--- src/rtl/io_bus_pkg.sv ---
// Shared types and constants for the memory-mapped I/O bus controller.
// Holds the controller state encoding, the error read value and the wait-counter sizing helper.
package io_bus_pkg;

    typedef enum logic [1:0] {
        IDLE,
        ACCESS,
        RESP
    } state_t;

    localparam int ERR_RDATA = 0;

    // Counter must be able to hold values up to TIMEOUT.
    function automatic int cnt_width(input int timeout);
        return $clog2(timeout + 1);
    endfunction

endpackage

--- src/rtl/io_bus_decode.sv ---
// Combinational region decoder: region field value f maps to device f-1 when 1 <= f <= N_DEV.
// Field value 0 and values above N_DEV are unmapped.
module io_bus_decode
    import io_bus_pkg::*;
#(
    parameter int SEL_HI = 31,
    parameter int SEL_LO = 20,
    parameter int N_DEV  = 8,
    parameter int IDX_W  = (N_DEV > 1) ? $clog2(N_DEV) : 1
) (
    input  logic [SEL_HI-SEL_LO:0] i_field,
    output logic                   o_hit,
    output logic [IDX_W-1:0]       o_index,
    output logic [N_DEV-1:0]       o_onehot
);

    always_comb begin
        o_hit    = 1'b0;
        o_index  = '0;
        o_onehot = '0;
        for (int i = 0; i < N_DEV; i++) begin
            if (int'(i_field) == i + 1) begin
                o_hit       = 1'b1;
                o_index     = IDX_W'(i);
                o_onehot[i] = 1'b1;
            end
        end
    end

endmodule

--- src/rtl/io_bus_ctrl.sv ---
// Memory-mapped I/O bus controller: decodes the CPU address, handshakes with a variable-latency
// device and completes every access with an ack, flagging unmapped or timed-out accesses as errors.
module io_bus_ctrl
    import io_bus_pkg::*;
#(
    parameter int DATA_W  = 32,
    parameter int ADDR_W  = 32,
    parameter int SEL_HI  = 31,
    parameter int SEL_LO  = 20,
    parameter int N_DEV   = 8,
    parameter int TIMEOUT = 15
) (
    input  logic                    clk,
    input  logic                    rst,
    input  logic                    cpu_req,
    input  logic                    cpu_we,
    input  logic [ADDR_W-1:0]       cpu_addr,
    input  logic [DATA_W-1:0]       cpu_wdata,
    output logic                    cpu_ack,
    output logic                    cpu_err,
    output logic [DATA_W-1:0]       cpu_rdata,
    output logic [N_DEV-1:0]        dev_sel,
    output logic                    dev_we,
    output logic [ADDR_W-1:0]       dev_addr,
    output logic [DATA_W-1:0]       dev_wdata,
    input  logic [N_DEV*DATA_W-1:0] dev_rdata,
    input  logic [N_DEV-1:0]        dev_ack,
    output logic [7:0]              err_count
);

    localparam int IDX_W = (N_DEV > 1) ? $clog2(N_DEV) : 1;
    localparam int CNT_W = cnt_width(TIMEOUT);

    logic              w_hit;
    logic [IDX_W-1:0]  w_idx;
    logic [N_DEV-1:0]  w_onehot;
    logic              w_dev_ack;
    logic [DATA_W-1:0] w_dev_rdata;

    state_t            r_state;
    logic [CNT_W-1:0]  r_cnt;
    logic [IDX_W-1:0]  r_idx;
    logic [N_DEV-1:0]  r_dev_sel;
    logic              r_dev_we;
    logic [ADDR_W-1:0] r_dev_addr;
    logic [DATA_W-1:0] r_dev_wdata;
    logic              r_cpu_ack;
    logic              r_cpu_err;
    logic [DATA_W-1:0] r_cpu_rdata;
    logic [7:0]        r_err_count;

    io_bus_decode #(
        .SEL_HI (SEL_HI),
        .SEL_LO (SEL_LO),
        .N_DEV  (N_DEV),
        .IDX_W  (IDX_W)
    ) u_decode (
        .i_field  (cpu_addr[SEL_HI:SEL_LO]),
        .o_hit    (w_hit),
        .o_index  (w_idx),
        .o_onehot (w_onehot)
    );

    // Only the selected device's ack and read bus are ever looked at.
    assign w_dev_ack   = dev_ack[r_idx];
    assign w_dev_rdata = dev_rdata[r_idx*DATA_W +: DATA_W];

    always_ff @(posedge clk) begin
        if (rst) begin
            r_state     <= IDLE;
            r_cnt       <= '0;
            r_idx       <= '0;
            r_dev_sel   <= '0;
            r_dev_we    <= 1'b0;
            r_dev_addr  <= '0;
            r_dev_wdata <= '0;
            r_cpu_ack   <= 1'b0;
            r_cpu_err   <= 1'b0;
            r_cpu_rdata <= '0;
            r_err_count <= '0;
        end else begin
            case (r_state)
                IDLE: begin
                    if (cpu_req) begin
                        r_dev_we    <= cpu_we;
                        r_dev_addr  <= cpu_addr;
                        r_dev_wdata <= cpu_wdata;
                        r_idx       <= w_idx;
                        r_cnt       <= '0;
                        if (w_hit) begin
                            r_dev_sel <= w_onehot;
                            r_state   <= ACCESS;
                        end else begin
                            r_cpu_ack   <= 1'b1;
                            r_cpu_err   <= 1'b1;
                            r_cpu_rdata <= DATA_W'(ERR_RDATA);
                            r_state     <= RESP;
                        end
                    end
                end
                ACCESS: begin
                    // An ack in the final allowed cycle still beats the timeout.
                    if (w_dev_ack) begin
                        r_dev_sel <= '0;
                        r_cpu_ack <= 1'b1;
                        r_cpu_err <= 1'b0;
                        if (!r_dev_we) begin
                            r_cpu_rdata <= w_dev_rdata;
                        end
                        r_state <= RESP;
                    end else if (r_cnt == CNT_W'(TIMEOUT - 1)) begin
                        r_dev_sel   <= '0;
                        r_cpu_ack   <= 1'b1;
                        r_cpu_err   <= 1'b1;
                        r_cpu_rdata <= DATA_W'(ERR_RDATA);
                        r_state     <= RESP;
                    end else begin
                        r_cnt <= r_cnt + CNT_W'(1);
                    end
                end
                RESP: begin
                    r_cpu_ack <= 1'b0;
                    r_cpu_err <= 1'b0;
                    if (r_cpu_err && r_err_count != 8'hFF) begin
                        r_err_count <= r_err_count + 8'd1;
                    end
                    r_state <= IDLE;
                end
                default: r_state <= IDLE;
            endcase
        end
    end

    assign cpu_ack   = r_cpu_ack;
    assign cpu_err   = r_cpu_err;
    assign cpu_rdata = r_cpu_rdata;
    assign dev_sel   = r_dev_sel;
    assign dev_we    = r_dev_we;
    assign dev_addr  = r_dev_addr;
    assign dev_wdata = r_dev_wdata;
    assign err_count = r_err_count;

endmodule

--- config.mk ---
export PLATFORM = sky130hd
export DESIGN_NAME = io_bus_ctrl
export DESIGN_NICKNAME = d
export VERILOG_FILES = /design/src/rtl/io_bus_pkg.sv /design/src/rtl/io_bus_decode.sv /design/src/rtl/io_bus_ctrl.sv
export SDC_FILE = /design/constraint.sdc
export NUM_CORES = 1
export LEC_CHECK = 0
export ABC_AREA = 1
export CELL_PAD_IN_SITES_DETAIL_PLACEMENT = 1
export CELL_PAD_IN_SITES_GLOBAL_PLACEMENT = 2
export CORE_MARGIN = 1
export CORE_UTILIZATION = 16
export CTS_CLUSTER_DIAMETER = 100
export CTS_CLUSTER_SIZE = 20
export DETAILED_ROUTE_END_ITERATION = 8
export PLACE_DENSITY_LB_ADDON = 0.1
export SYNTH_ARGS = -nofsm -noshare
export SYNTH_HDL_FRONTEND = slang
export SYNTH_SLANG_ARGS = --single-unit
--- constraint.sdc ---
create_clock -name clk -period 1.9 [get_ports clk]
set_clock_uncertainty 0.1 [all_clocks]
set_input_delay 0.285 -clock clk [delete_from_list [all_inputs] [get_ports clk]]
set_output_delay 0.285 -clock clk [all_outputs]
set_load 0.005 [all_outputs]
## Word-level counts from Yosys, hierarchy flattened

Index checks and enable logic that the tools add are counted.

- Eq/ne operators: 19
- Muxes and demuxes: 51
- Bitwise logic cells: 0
- Reductions and logical operators: 11
- $add $sub $neg: 2
- $lt $le $gt $ge: 1
- Div/mod/pow operators: 0
- Shift operators: 1
- Multipliers: 0

Operator list:

| cell | number |
|---|---|
| $shiftx 256x9->32 | 1 |
| $mux 32 | 5 |
| $pmux 32 s2 | 1 |
| $eq 12x4->1 const B | 4 |
| $mux 8 | 4 |
| $eq 12x3->1 const B | 2 |
| $mux 1 | 22 |
| $pmux 8 s2 | 1 |
| $eq 12x2->1 const B | 1 |
| $eq 12x5->1 const B | 1 |
| $mux 2 | 6 |
| $mux 3 | 4 |
| $mux 4 | 3 |
| $reduce_and 4->1 | 3 |
| $add 8x1->8 const B | 1 |
| $ne 2x2->1 const B | 4 |
| $ne 8x8->1 const B | 1 |
| $pmux 4 s2 | 1 |
| $ne 3x3->1 const B | 2 |
| $pmux 1 s3 | 2 |
| $reduce_and 2->1 | 3 |
| $reduce_and 5->1 | 1 |
| $add 4x1->4 const B | 1 |
| $eq 4x4->1 const B | 1 |
| other kinds (10) | 10 |

- Register bits: 124
- Output and inout port bits: 115
- Logic and storage cells: 96
- Memories: 0
- Bits in latches: 0
- Input bits: 332
- ROM bits: 0
- RAM bits: 0

## Logic depth before layout (Yosys ltp)

- Depth after elaboration: 12
- Depth in mapped cells: 13
- Mapped depth without buffers: 12

## Modules after synthesis

Synthesis repeated with hierarchy kept, for this count alone.

- Cells, all modules: 1283
- Area total of the unflattened synthesis: 7718.7 µm²

By module, submodules not included:

| module | cells each | area an instance (µm²) | seq. area each (µm²) | times used |
|---|---|---|---|---|
| io_bus_ctrl | 1230 | 7434.6 | 2482.4 | 1 |
| io_bus_decode | 53 | 284.0 | 0.0 | 1 |

## Least setup slack after synthesis

No wires, ideal clock.

- Kind: reg-to-reg
- Start point: register r_state[0]
- End point: register r_cpu_rdata[1], in the netlist cpu_rdata[1]
- Stages on the path, launching flop included: 11
- Arrival: 1.696 ns
- Buffers on the path: 1
- Library setup time: 0.110 ns
- Required time: 1.690 ns
- Clock period less this slack: 1.906 ns
- Setup slack: -0.006 ns
- Path through: dfxtp_1 -> inv_1 -> ha_1 -> inv_1 -> nor2_1 -> a21oi_1 -> a21boi_2 -> buf_2 -> nand4_1 -> nand2_1 -> nor2_1

- Longest elaborated chain between the ends: 3
- Elaborated cells on any way between the ends: 9
- Those cells by class: 5 x eq/ne; 1 x mux; 3 x reduce/logical

Ends and longest elaborated chain:

| what | line | text |
|---|---|---|
| start, declared | io_bus_ctrl.sv:40 | `state_t r_state;` |
| start signal, assigned | io_bus_ctrl.sv:70 | `r_state <= IDLE;` |
| start signal, assigned | io_bus_ctrl.sv:92 | `r_state <= ACCESS;` |
| start signal, assigned | io_bus_ctrl.sv:97 | `r_state <= RESP;` |
| $eq 2x1->1 / $logic_not 2->1 (equally long branches) | io_bus_ctrl.sv:82 | `case (r_state)` |
| $ne 3x3->1 (no source line), or another cell as far along | - |  |
| $reduce_and 5->1 (no source line) | - |  |
| end signal, assigned | io_bus_ctrl.sv:96 | `r_cpu_rdata <= DATA_W'(ERR_RDATA);` |
| end signal, assigned | io_bus_ctrl.sv:108 | `r_cpu_rdata <= w_dev_rdata;` |
| end signal, assigned | io_bus_ctrl.sv:115 | `r_cpu_rdata <= DATA_W'(ERR_RDATA);` |
| end, declared | io_bus_ctrl.sv:49 | `logic [DATA_W-1:0] r_cpu_rdata;` |

Parallel ways exist; a longest one is shown, timed or not.
A chain may end at the register's enable or synchronous reset.

## Worst setup path after layout

- Start point: input cpu_addr[23]
- End point: register r_cpu_rdata[24], in the netlist cpu_rdata[24]

- Longest elaborated chain between the ends: 11
- Elaborated cells on any way between the ends: 18
- Those cells by class: 9 x eq/ne; 8 x mux; 1 x reduce/logical

Ends and longest elaborated chain:

| what | line | text |
|---|---|---|
| start, declared | io_bus_ctrl.sv:17 | `input logic [ADDR_W-1:0] cpu_addr,` |
| $eq 12x2->1 | io_bus_decode.sv:22 | `if (int'(i_field) == i + 1) begin` |
| $mux 1 (7 in a row) | io_bus_decode.sv:22 |  |
| $mux 1 (*) | io_bus_decode.sv:22 |  |
| $ne 2x2->1 (no source line) (*) | - |  |
| $reduce_and 5->1 (no source line) (*) | - |  |

Mark *: on every way between the ends. The rest lies on a longest branch, timed or not.

==> impl_metrics.csv <==
group,metric,value,unit
clock_tree,cts.sinks,124,
logic_synthesis,synth_ff_type,"dfxtp_1",
grt,grt-ovfl-total,0,
routing,drt_iter0_markers,387,
routing,firstDrtPassIters,4,
placement,gp_congestion,0.773,
floorplanning,core_area,47800,um^2
floorplanning,die_area,49600,um^2
placement,place_inst,2386,
grt,grt_pass1_wl,65.8,mm
grt,grt_start_max_net_pins,58,
routing,vias,10400,
final_layout,area_growth,89.6,%
routing,wl_per_cell,18.3,um
setup_path,cp-start-kind,"input pin",
sta,finalCritPeriodShare,0.991,
sta,slew_viol_final,0,
setup_path,crit_type,"in -> reg",
clock_tree,htree_levels,4,
sta,rsz0062_at_grt,"yes",
setup_path,cp_max_fo,7,
outcome,status,"finished clean",
final_layout,fillers,5914,
logic_synthesis,synth_edf_count,0,
setup_path,crit_required,2180,ps
pwr,p_leak,6.30,nW
sta,maxSlewHeadroom,0.782,
grt,antenna_found_initial,11,
routing,drc,0,
grt,use_met2,0.309,
min_path,hold_class,"in -> reg",
logic_synthesis,ys_ff_latch,124,
setup_path,rr_worst_depth,11,
setup_path,r2r_start,"r_idx[0]",
sta,clock.fmax,0.531,GHz
floorplanning,row_count,80,
floorplanning,io_pins,447,
setup_path,path_buf_inv,4,
clock_tree,root_buffer,"clkbuf_16",
floorplanning,die_h,223,um
logic_synthesis,yosysTopAreaCellShare,0.319,
sta,setup_slack,17.7,ps
sta,setup_violations,0,
setup_path,critPathSlowestCell,"clkdlybuf4s50_1",
clock_tree,cts_buffer_depth,2,
sta,min_period,1880,ps
clock_tree,numCtsBuffers,17,
grt,grt_usage,0.175,
grt,grt_use_met3,0.0389,
clock_tree,cts_tree,"done",
final_layout,seqCellArea,2500,um^2
min_path,hold_start,"cpu_addr[20]",
min_path,min_path_cells,4,
final_layout,layout-drive-gt1-share,0.108,
min_path,whs_endpoint,"dev_addr[20]",
floorplanning,start_util,0.163,
logic_synthesis,yosysWarnings,0,
logic_synthesis,synth_top_cells_by_count,"415 x nand2_1, 258 x nand3_1, 188 x nor2_1",
grt,grt_use_met1,0.211,
setup_path,ff2ff_setup_slack,20,ps
run,max_cap_violations,0,
pwr,pwr_density_cell,789,nW/um^2
logic_synthesis,ys_types,27,
setup_path,cp.arrival,2160,ps
sta,tightest_slew,327,ps
pwr,vdd_drop_max,0.530,mV
logic_synthesis,netlist_instances,1347,
logic_synthesis,ys_top_cells_by_area,"dfxtp_1 32%, nand2_1 20%, nand3_1 17%, nor2_1 9.1%, o21ai_0 4.8%",
routing,ant_nets,0,
routing,wirelength,44.8,mm
floorplanning,die_w,223,um
logic_synthesis,syn_area,7790,um^2
routing,via_per_inst,4.24,
sta,fin_setup_tns,0,ps
setup_path,path_cells,"clkdlybuf4s50_1, inv_2, nand2_4, nor2_1, o21ai_1, nand2_2, o21ai_4, nand3_4, clkbuf_16, nand2_1, inv_2, nor2_1",
logic_synthesis,syn_nets,1685,
final_layout,multiInputGateArea,4720,um^2
logic_synthesis,synth.largest_area_cell,"dfxtp_1",
clock_tree,path_clk_slew,60,ps
clock_tree,clk_latency,440,ps
setup_path,end_kind,"flop",
final_layout,nNetsFinal,2151,
logic_synthesis,syn_area_per_cell,5.78,um^2
logic_synthesis,ys_async_sr_fraction,0,
placement,place_ws,-531,ps
setup_path,r2r_end,"cpu_rdata[24]",
sta,hold_viol_final,0,
placement,hpwl,33.3,mm
grt,grt-busiest-layer,"met2",
grt,first_global_vias,10800,
logic_synthesis,yosysMostFrequentCell,"nand2_1",
final_layout,fin_cells,2449,
setup_path,slowest_delay,500,ps
logic_synthesis,synth-seq-area-share,0.319,
placement,portBuffers,446,
setup_path,path_delay_family,"buffers and inverters",
layout by cell type, fill, tap and decap left out, types with 4 or more instances in the layout:
cell and instances:
inv_2 11, nand3_1 245, inv_1 90, bufinv_16 4, diode_2 9, buf_12 22
buf_6 6, nor2_1 185, buf_4 60, nand3_4 4, nand3_2 10, nand2_2 18
nand2_1 393, clkbuf_1 4, nand4_1 38, dfxtp_1 117, nand2_4 4, clkbuf_16 26
clkdlybuf4s50_1 443, o21ai_0 73, a21oi_1 24, dfxtp_2 4
worst register-to-register path: stages, from the launching register on:
cell	delay (ps)
dfxtp_4	450
inv_8	70
nand2_2	60
nand3_2	110
nand3_2	110
nand2_4	70
a21boi_4	200
nand3_4	230
clkbuf_16	240
nand2_1	70
inv_2	30
nor2_1	80
metrics by stage:
stage                     total power [mW]  cell area, um^2   util  hold WS, ps
after floorplan                       5.21             7800      -          352
after global placement                7.76            13400  0.281          356
after detailed placement              7.80            13400  0.281          362
after CTS                             11.7            14200  0.297          344
after global routing                  12.5            14800  0.309          181
final                                 11.7            14800  0.309          185
how the worst max path moves through the flow:
stage	startpoint	end	depth (start not counted)
2_1_floorplan	r_state[0]	cpu_rdata[1]	10
3_3_place_gp	cpu_addr[23]	cpu_rdata[26]	12
3_5_place_dp	cpu_addr[23]	cpu_rdata[22]	12
4_1_cts	r_idx[0]	cpu_rdata[26]	10
5_1_grt	r_idx[0]	cpu_rdata[4]	11
6_report	cpu_addr[23]	cpu_rdata[24]	12
cell type report:
type,count,share of cell area
Timing Repair Buffer,545,0.387
Multi-Input combinational cell,1020,0.320
Sequential cell,124,0.169
Tap cell,615,0.0521
Clock buffer,25,0.0343
Inverter,105,0.0276
Clock inverter,6,0.00881
Antenna cell,9,0.00152
layer usage:
| layer | share of wire | up-vias |
|---|---|---|
| met5 | 0.00042 | - |
| met4 | 0.016 | 4 |
| met3 | 0.039 | 41 |
| met2 | 0.50 | 198 |
| met1 | 0.44 | 4870 |
| li1 | - | 5275 |
state kept, by name, summed over array words and instances, names as in the netlist:
name	count
cpu_err	1
dev_we	1
dev_addr	32
dev_wdata	32
r_state	2
err_count	8
cpu_rdata	32
dev_sel	8
r_idx	3
cpu_ack	1
r_cnt	4
power by group:
part,switching [mW],leakage (nW),internal [mW]
sequential,0.273,1.02,3.02
clock,1.23,0.313,2.37
combinational,2.26,4.96,2.50
total,3.77,6.30,7.89
cells by family (layout without fill, tap and decap cells):
kind of cell	after synthesis	count (layout)	synth area share
other	0	9	0
AO/OA/AOI/OAI	108	108	0.0729
buffers and inverters	203	681	0.104
adder cells (fa/ha/maj)	6	6	0.00964
flip-flops	124	124	0.319
XOR/XNOR	3	3	0.00337
AND/OR/NAND/NOR	903	903	0.491
timing repair:
action / in CTS / in global routing
buffers inserted: 3 / 10
resized for setup: 19 / 76
pin swaps: 3 / 27
hold buffers: 0 / 0
cloned: 2 / 10
endpoints found under the setup margin: 47 / 49
(Power assumes the default switching activity.)
